## config.mk

```make
export PLATFORM = sky130hd
export DESIGN_NAME = tinymips_bus_responder
export DESIGN_NICKNAME = d
export VERILOG_FILES = /design/src/rtl/tinymips_bus_responder_pkg.sv /design/src/rtl/tinymips_bus_responder_mmio_timer.sv /design/src/rtl/tinymips_bus_responder.sv
export SDC_FILE = /design/constraint.sdc
export NUM_CORES = 1
export LEC_CHECK = 0
export CELL_PAD_IN_SITES_DETAIL_PLACEMENT = 0
export CELL_PAD_IN_SITES_GLOBAL_PLACEMENT = 2
export CORE_UTILIZATION = 36
export DETAILED_ROUTE_END_ITERATION = 10
export GPL_ROUTABILITY_DRIVEN = 0
export PLACE_DENSITY = 0.87
export SLEW_MARGIN = 15
export SYNTH_ARGS = -nofsm -noshare
export SYNTH_HDL_FRONTEND = slang
export SYNTH_SLANG_ARGS = --single-unit
```

## constraint.sdc

```tcl
create_clock -name clk -period 2.45 [get_ports clk]
set_input_delay 0.735 -clock clk [delete_from_list [all_inputs] [get_ports clk]]
set_output_delay 0.735 -clock clk [all_outputs]
set_load 0.01 [all_outputs]
```

## src/rtl/tinymips_bus_responder_pkg.sv

```systemverilog
// -----------------------------------------------------------------------------
// tinymips_pkg
// Shared constants for the TinyMIPS bus responder.
//   - MMIO_BASE_DEFAULT : first word address of the register bank
//   - OFF_*             : register offsets inside the 16-word bank
//   - CTRL_* / STATUS_* : bit positions inside CTRL and STATUS
//   - word_t            : 16-bit bus word
// -----------------------------------------------------------------------------
package tinymips_pkg;

    typedef logic [15:0] word_t;

    localparam logic [7:0] MMIO_BASE_DEFAULT = 8'hF0;

    // Register offsets from MMIO_BASE
    localparam logic [3:0] OFF_CTRL    = 4'd0;
    localparam logic [3:0] OFF_CNT     = 4'd1;
    localparam logic [3:0] OFF_CMP     = 4'd2;
    localparam logic [3:0] OFF_STATUS  = 4'd3;
    localparam logic [3:0] OFF_LED     = 4'd4;
    localparam logic [3:0] OFF_SCRATCH = 4'd5;
    localparam logic [3:0] OFF_CYC_LO  = 4'd6;
    localparam logic [3:0] OFF_CYC_HI  = 4'd7;

    // Offsets 0..N_WR_OFFSETS-1 are the ones that accept CPU writes
    localparam int N_WR_OFFSETS = 6;

    // CTRL bit indices
    localparam int CTRL_EN         = 0;
    localparam int CTRL_AUTORELOAD = 1;
    localparam int CTRL_BITS       = 2;

    // STATUS bit indices
    localparam int STATUS_MATCH = 0;

    // CTRL as seen on the bus: implemented bits, everything else reads 0
    function automatic word_t ctrl_to_word(input logic [CTRL_BITS-1:0] ctrl);
        return {{(16 - CTRL_BITS){1'b0}}, ctrl};
    endfunction

    // STATUS as seen on the bus
    function automatic word_t status_to_word(input logic match);
        word_t w;
        w = '0;
        w[STATUS_MATCH] = match;
        return w;
    endfunction

endpackage

```

## src/rtl/tinymips_bus_responder_mmio_timer.sv

```systemverilog
// -----------------------------------------------------------------------------
// mmio_timer
// 16-bit compare timer living in the responder's register bank.
// Holds CTRL, CNT, CMP and STATUS and produces the level interrupt.
//
// Ports
//   clk          : clock, all state changes on the rising edge
//   rst          : asynchronous active-low reset
//   i_wr_ctrl    : CPU write strobe for CTRL this cycle
//   i_wr_cnt     : CPU write strobe for CNT this cycle
//   i_wr_cmp     : CPU write strobe for CMP this cycle
//   i_wr_status  : CPU write strobe for STATUS this cycle (write-1-to-clear)
//   i_wdata      : CPU write data
//   o_ctrl       : current CTRL bits {AUTORELOAD, EN}
//   o_cnt        : current counter value
//   o_cmp        : current compare value
//   o_match      : STATUS.MATCH (sticky)
//   o_irq        : level copy of STATUS.MATCH
// -----------------------------------------------------------------------------
module mmio_timer
    import tinymips_pkg::*;
(
    input  logic                 clk,
    input  logic                 rst,
    input  logic                 i_wr_ctrl,
    input  logic                 i_wr_cnt,
    input  logic                 i_wr_cmp,
    input  logic                 i_wr_status,
    input  logic [15:0]          i_wdata,
    output logic [CTRL_BITS-1:0] o_ctrl,
    output logic [15:0]          o_cnt,
    output logic [15:0]          o_cmp,
    output logic                 o_match,
    output logic                 o_irq
);

    logic [CTRL_BITS-1:0] r_ctrl;
    logic [CTRL_BITS-1:0] r_ctrl_next;
    logic [15:0]          r_cnt;
    logic [15:0]          r_cnt_next;
    logic [15:0]          r_cmp;
    logic [15:0]          r_cmp_next;
    logic                 r_match;
    logic                 r_match_next;

    logic                 w_en;
    logic                 w_autoreload;
    logic                 w_hit;

    // The registered CTRL is what governs this cycle, so a CTRL write only
    // changes behaviour from the following cycle.
    assign w_en         = r_ctrl[CTRL_EN];
    assign w_autoreload = r_ctrl[CTRL_AUTORELOAD];
    assign w_hit        = w_en && (r_cnt == r_cmp);

    always_comb begin
        r_ctrl_next = r_ctrl;
        if (i_wr_ctrl) begin
            r_ctrl_next = i_wdata[CTRL_BITS-1:0];
        end
    end

    always_comb begin
        r_cmp_next = r_cmp;
        if (i_wr_cmp) begin
            r_cmp_next = i_wdata;
        end
    end

    // CPU write beats the running increment; the +1 wraps naturally mod 2^16.
    always_comb begin
        r_cnt_next = r_cnt;
        if (i_wr_cnt) begin
            r_cnt_next = i_wdata;
        end else if (w_en) begin
            if (w_hit && w_autoreload) begin
                r_cnt_next = 16'h0000;
            end else begin
                r_cnt_next = r_cnt + 16'h0001;
            end
        end
    end

    // A fresh match outranks a simultaneous write-1-to-clear.
    always_comb begin
        r_match_next = r_match;
        if (w_hit) begin
            r_match_next = 1'b1;
        end else if (i_wr_status && i_wdata[STATUS_MATCH]) begin
            r_match_next = 1'b0;
        end
    end

    always_ff @(posedge clk or negedge rst) begin
        if (!rst) begin
            r_ctrl  <= '0;
            r_cnt   <= 16'h0000;
            r_cmp   <= 16'h0000;
            r_match <= 1'b0;
        end else begin
            r_ctrl  <= r_ctrl_next;
            r_cnt   <= r_cnt_next;
            r_cmp   <= r_cmp_next;
            r_match <= r_match_next;
        end
    end

    assign o_ctrl  = r_ctrl;
    assign o_cnt   = r_cnt;
    assign o_cmp   = r_cmp;
    assign o_match = r_match;
    assign o_irq   = r_match;

endmodule

```

## src/rtl/tinymips_bus_responder.sv

```systemverilog
// -----------------------------------------------------------------------------
// tinymips_bus_responder
// Memory-side responder between the TinyMIPS core and blram. Word addresses
// below MMIO_BASE go to the block RAM; MMIO_BASE..MMIO_BASE+15 are served by an
// internal register bank (timer, LED, scratch, cycle counter). Read data is
// returned one cycle after the address, matching blram's latency.
//
// Ports
//   clk       : clock
//   rst       : asynchronous active-low reset
//   cpu_we    : write strobe from the core
//   cpu_addr  : word address from the core
//   cpu_din   : write data from the core
//   cpu_dout  : read data to the core (one cycle after the address)
//   ram_we    : write strobe to blram (never set for bank addresses)
//   ram_addr  : address to blram (mirrors cpu_addr)
//   ram_din   : write data to blram (mirrors cpu_din)
//   ram_dout  : blram registered read data
//   led       : LED register contents
//   timer_irq : level timer interrupt (STATUS.MATCH)
// -----------------------------------------------------------------------------
module tinymips_bus_responder
    import tinymips_pkg::*;
#(
    parameter int              SIZE      = 8,
    parameter logic [SIZE-1:0] MMIO_BASE = SIZE'(MMIO_BASE_DEFAULT)
) (
    input  logic            clk,
    input  logic            rst,
    input  logic            cpu_we,
    input  logic [SIZE-1:0] cpu_addr,
    input  logic [15:0]     cpu_din,
    output logic [15:0]     cpu_dout,
    output logic            ram_we,
    output logic [SIZE-1:0] ram_addr,
    output logic [15:0]     ram_din,
    input  logic [15:0]     ram_dout,
    output logic [15:0]     led,
    output logic            timer_irq
);

    localparam logic [SIZE-1:0] BANK_SPAN = SIZE'(16);

    // ---------------------------------------------------------------- decode
    logic                    w_is_mmio;
    logic [SIZE-1:0]         w_off_full;
    logic                    w_in_bank;
    logic [3:0]              w_off;
    logic                    w_bank_we;
    logic                    w_bank_rd;
    logic [N_WR_OFFSETS-1:0] w_wr_sel;
    logic                    w_rd_cyc_lo;

    // Everything at or above the base is claimed by the responder. Only the
    // first 16 words of that range hold registers; the rest reads as 0.
    assign w_is_mmio  = (cpu_addr >= MMIO_BASE);
    assign w_off_full = cpu_addr - MMIO_BASE;
    assign w_in_bank  = w_is_mmio && (w_off_full < BANK_SPAN);
    assign w_off      = w_off_full[3:0];
    assign w_bank_we  = cpu_we && w_in_bank;
    assign w_bank_rd  = !cpu_we && w_in_bank;

    genvar gi;
    generate
        for (gi = 0; gi < N_WR_OFFSETS; gi++) begin : g_wr_dec
            assign w_wr_sel[gi] = w_bank_we && (w_off == 4'(gi));
        end
    endgenerate

    assign w_rd_cyc_lo = w_bank_rd && (w_off == OFF_CYC_LO);

    // ---------------------------------------------------------- RAM passthru
    assign ram_addr = cpu_addr;
    assign ram_din  = cpu_din;
    assign ram_we   = cpu_we && !w_is_mmio;

    // ----------------------------------------------------------------- timer
    logic [CTRL_BITS-1:0] w_tmr_ctrl;
    logic [15:0]          w_tmr_cnt;
    logic [15:0]          w_tmr_cmp;
    logic                 w_tmr_match;
    logic                 w_tmr_irq;

    mmio_timer u_timer (
        .clk         (clk),
        .rst         (rst),
        .i_wr_ctrl   (w_wr_sel[OFF_CTRL]),
        .i_wr_cnt    (w_wr_sel[OFF_CNT]),
        .i_wr_cmp    (w_wr_sel[OFF_CMP]),
        .i_wr_status (w_wr_sel[OFF_STATUS]),
        .i_wdata     (cpu_din),
        .o_ctrl      (w_tmr_ctrl),
        .o_cnt       (w_tmr_cnt),
        .o_cmp       (w_tmr_cmp),
        .o_match     (w_tmr_match),
        .o_irq       (w_tmr_irq)
    );

    assign timer_irq = w_tmr_irq;

    // ------------------------------------------------------ local registers
    logic [15:0] r_led;
    logic [15:0] r_led_next;
    logic [15:0] r_scratch;
    logic [15:0] r_scratch_next;
    logic [31:0] r_cyc;
    logic [15:0] r_cyc_hi_snap;
    logic [15:0] r_cyc_hi_snap_next;
    logic        r_sel;
    logic [15:0] r_rdata;
    logic [15:0] w_rdata;

    always_comb begin
        r_led_next = r_led;
        if (w_wr_sel[OFF_LED]) begin
            r_led_next = cpu_din;
        end
    end

    always_comb begin
        r_scratch_next = r_scratch;
        if (w_wr_sel[OFF_SCRATCH]) begin
            r_scratch_next = cpu_din;
        end
    end

    // Reading the low half freezes the high half of the same count, so a
    // LO-then-HI pair is coherent even across a carry into bit 16.
    always_comb begin
        r_cyc_hi_snap_next = r_cyc_hi_snap;
        if (w_rd_cyc_lo) begin
            r_cyc_hi_snap_next = r_cyc[31:16];
        end
    end

    // --------------------------------------------------------------- read mux
    always_comb begin
        w_rdata = 16'h0000;
        if (w_in_bank) begin
            case (w_off)
                OFF_CTRL:    w_rdata = ctrl_to_word(w_tmr_ctrl);
                OFF_CNT:     w_rdata = w_tmr_cnt;
                OFF_CMP:     w_rdata = w_tmr_cmp;
                OFF_STATUS:  w_rdata = status_to_word(w_tmr_match);
                OFF_LED:     w_rdata = r_led;
                OFF_SCRATCH: w_rdata = r_scratch;
                OFF_CYC_LO:  w_rdata = r_cyc[15:0];
                OFF_CYC_HI:  w_rdata = r_cyc_hi_snap;
                default:     w_rdata = 16'h0000;
            endcase
        end
    end

    always_ff @(posedge clk or negedge rst) begin
        if (!rst) begin
            r_led         <= 16'h0000;
            r_scratch     <= 16'h0000;
            r_cyc         <= 32'h0000_0000;
            r_cyc_hi_snap <= 16'h0000;
            r_sel         <= 1'b0;
            r_rdata       <= 16'h0000;
        end else begin
            r_led         <= r_led_next;
            r_scratch     <= r_scratch_next;
            r_cyc         <= r_cyc + 32'd1;
            r_cyc_hi_snap <= r_cyc_hi_snap_next;
            r_sel         <= w_is_mmio;
            r_rdata       <= w_rdata;
        end
    end

    // blram data is already registered, so steering with the registered
    // select keeps both paths at the same one-cycle latency.
    assign cpu_dout = r_sel ? r_rdata : ram_dout;
    assign led      = r_led;

endmodule

```

==> results.py <==
metrics = {
    "power": {
        "leakagePower_nw": 3.88,
        "vdd_drop_max_uv": 472,
        "power_density_nw_per_um2": 639,
        "p_total_mw": 5.55,
    },
    "sta": {
        "tns_ns": 0,
        "fin_crit_ns": 2.41,
        "post-route-period-util": 0.985,
        "slew_headroom": 0.689,
        "rsz0062_at_grt": "false",
        "fin_ws_ns": 0.0366,
        "worstMarginPinSlew_ns": 0.463,
        "setup_viol": 0,
        "slew_viol_final": 0,
        "finalHoldViolations": 0,
        "max_freq_ghz": 0.414,
        "fin_skew_ns": 0.00852,
    },
    "drt": {
        "drc": 0,
        "vias_per_cell": 5.36,
        "vias": 5043,
        "ant_nets": 0,
        "wl_um": 18200,
        "drt_iter0_markers": 390,
        "wl_per_cell_um": 19.3,
        "first_pass_iters": 5,
    },
    "clock_network": {
        "cts_tree": "yes",
        "clkTransAtPathRegs_ns": 0.06,
        "numCtsBuffers": 17,
        "postCtsSetupBuffers": 0,
        "holdBufCountCts": 0,
        "clock-sinks": 132,
        "cts_root_buf": "clkbuf_16",
        "clk_path_buf_depth": 2,
        "cts_max_level": 4,
        "insertion_delay_ns": 0.42,
    },
    "finish": {
        "finalNetCount": 749,
        "syn2layout_area_growth_pct": 33.2,
        "fillerInstances": 1555,
        "ff_latch_area_um2": 3300,
        "stdcell_area_um2": 8680,
        "layout-drive-gt1-share": 0.274,
        "diodes": 0,
        "multi_input_area_um2": 2850,
        "final_cell_mix": "131 x dfrtp_1, 83 x mux2_2, 62 x buf_4",
        "final_core_util": 0.497,
        "layout_commonest_cell": "dfrtp_1",
    },
    "synthesis": {
        "synth_area_um2": 6520,
        "syn_area_per_cell_um2": 11.5,
        "synth_cells": 569,
        "yosysUniqueCellTypes": 45,
        "yosysWarnings": 0,
        "ys_seq_area_frac": 0.507,
        "ys_seq_elements": 132,
        "synth_nets": 614,
    },
    "worst_setup_path": {
        "crit_path_cell_trace": "clkdlybuf4s50_1 > mux2_2 > dlygate4sd2_1",
        "critPathArrivalTime_ns": 1.68,
        "cp-end-kind": "output pin",
        "slowest_stage": "clkdlybuf4s50_1",
        "worstSetupPathDepth": 3,
        "r2r_start": "u_timer.o_cnt[4]",
        "r2r_slack_ns": 0.34,
        "cp_top_family": "buffers and inverters",
        "criticalPathCategory": "in -> out",
        "worstRegToRegCells": 6,
        "reg2reg_to": "u_timer.o_cnt[9]",
        "crit_fanout": 1,
        "slowest_delay_ns": 0.40,
        "cp.required_ns": 1.71,
        "crit_buf_inv": 2,
        "critPathLaunchType": "primary input",
    },
    "place": {
        "port_buffers": 100,
        "dp_hpwl_um": 13500,
        "place_area_um2": 8130,
        "place_ws_ns": -0.290,
    },
    "hold_path": {
        "hold_class": "in -> async",
    },
    "job": {
        "drv_cap": 0,
    },
    "global_route": {
        "grt_pass1_wl_um": 28800,
        "grt_pass1_vias": 5283,
        "grt_usage": 0.208,
        "grt_max_degree": 39,
        "grt_antenna_before_repair": 0,
        "grt_overflow": 0,
    },
    "floorplanning": {
        "die-area_um2": 18700,
        "coreArea_um2": 17500,
        "die_y_um": 137,
        "dieWidth_um": 137,
        "pin_count": 101,
        "rows": 48,
        "start_util": 0.373,
    },
    "run_status": {
        "status": "completed",
    },
}
synthesized netlist by cell type, drive strengths merged:
| cell | number | area share |
|---|---|---|
| nand3b | 1 | 0.0012 |
| a221o | 1 | 0.0015 |
| ha | 2 | 0.0038 |
| nor4 | 5 | 0.0094 |
| mux2 | 83 | 0.14 |
| and3 | 6 | 0.0058 |
| and4 | 3 | 0.0040 |
| nor4b | 2 | 0.0050 |
| o31ai | 1 | 0.0012 |
| nand3 | 21 | 0.016 |
| nand2b | 3 | 0.0029 |
| nor2 | 26 | 0.015 |
| xor2 | 23 | 0.031 |
| nor3 | 5 | 0.0054 |
| buf | 41 | 0.041 |
| a22o | 1 | 0.0013 |
| o211ai | 3 | 0.0035 |
| o22ai | 1 | 0.00096 |
| and2 | 3 | 0.0029 |
| a222oi | 2 | 0.0031 |
| inv | 11 | 0.0063 |
| a31oi | 18 | 0.020 |
| a22oi | 46 | 0.053 |
| nand2 | 39 | 0.023 |
| clkbuf | 14 | 0.0083 |
| nor3b | 2 | 0.0040 |
| nand4 | 20 | 0.019 |
| a21oi | 7 | 0.0054 |
| dfrtp | 132 | 0.51 |
| xnor2 | 27 | 0.036 |
| o21ai | 12 | 0.0092 |
| a21boi | 1 | 0.0012 |
| a32oi | 2 | 0.0027 |
| a21o | 2 | 0.0023 |
| o311ai | 2 | 0.0027 |
| a221oi | 1 | 0.0013 |
what timing repair did:
action | 4_1_cts | 5_1_grt
pin swaps | 1 | 0
endpoints found under the setup margin | 41 | 2
gates resized for setup | 45 | 2
logic make-up after synthesis:
| logic type | after synthesis | synth area share |
|---|---|---|
| AOI/OAI and AO/OA | 100 | 0.109 |
| xor gates and xnor gates | 50 | 0.0672 |
| adders and majority gates | 2 | 0.00384 |
| buffers and inverters | 66 | 0.0560 |
| DFF | 132 | 0.507 |
| muxes | 83 | 0.143 |
| and+or+nand+nor | 136 | 0.114 |
through the flow:
step | hold slack (ns) | std cells
floorplan | 0.439 | 569
global placement | 0.461 | 910
detailed placement | 0.474 | 910
CTS | 0.274 | 941
global route | 0.281 | 941
finish | 0.268 | 941
worst register-to-register path, stage by stage, from the launching register on:
cell,delay (ns)
dfrtp_1,0.45
xor2_1,0.19
nor4_1,0.30
and3_1,0.41
a31oi_4,0.17
a21o_1,0.19
a221o_1,0.29
layer usage:
| layer | vias up | share of wire | wire [um] | track usage |
|---|---|---|---|---|
| met3 | 22 | 0.040 | 720 | 0.0500 |
| met2 | 116 | 0.51 | 9270 | 0.353 |
| li1 | 2323 | - | - | - |
| met4 | 0 | 0.015 | 269 | 0.0549 |
| met1 | 2582 | 0.44 | 7920 | 0.265 |
| met5 | - | 0 | 0 | 0 |
worst max-delay path by stage:
stage                       from                end  slack, ns
floorplan            cpu_addr[3]  r_cyc_hi_snap[10]       0.14
detailed placement   cpu_addr[2]  u_timer.o_cnt[13]      -0.29
global route         ram_dout[1]        cpu_dout[1]       0.01
CTS                 ram_dout[11]       cpu_dout[11]      0.006
global placement     cpu_addr[5]             ram_we      -0.26
finish              ram_dout[12]       cpu_dout[12]       0.04
layout make-up:
| type | count | area share |
|---|---|---|
| clock buffers | 21 | 0.0542 |
| clock inverters | 10 | 0.0150 |
| inverters | 11 | 0.00476 |
| multi-input cells | 371 | 0.328 |
| flip-flops and latches | 132 | 0.381 |
| well taps | 225 | 0.0324 |
| repair buffers | 171 | 0.185 |
state kept, by name, indices dropped and copies added (netlist names):
signal          cells
r_cyc              32
led                16
r_sel               1
r_rdata            16
u_timer.o_cnt      16
u_timer.o_cmp      16
r_cyc_hi_snap      16
r_scratch          16
u_timer.o_irq       1
u_timer.o_ctrl      2
power by group:
group          total [mW]  internal [mW]  switching (mW)
Clock                2.56           1.66           0.896
Sequential           2.34           2.26          0.0818
Combinational       0.649          0.319           0.330
Note: power is estimated with default switching activity, not from simulation.
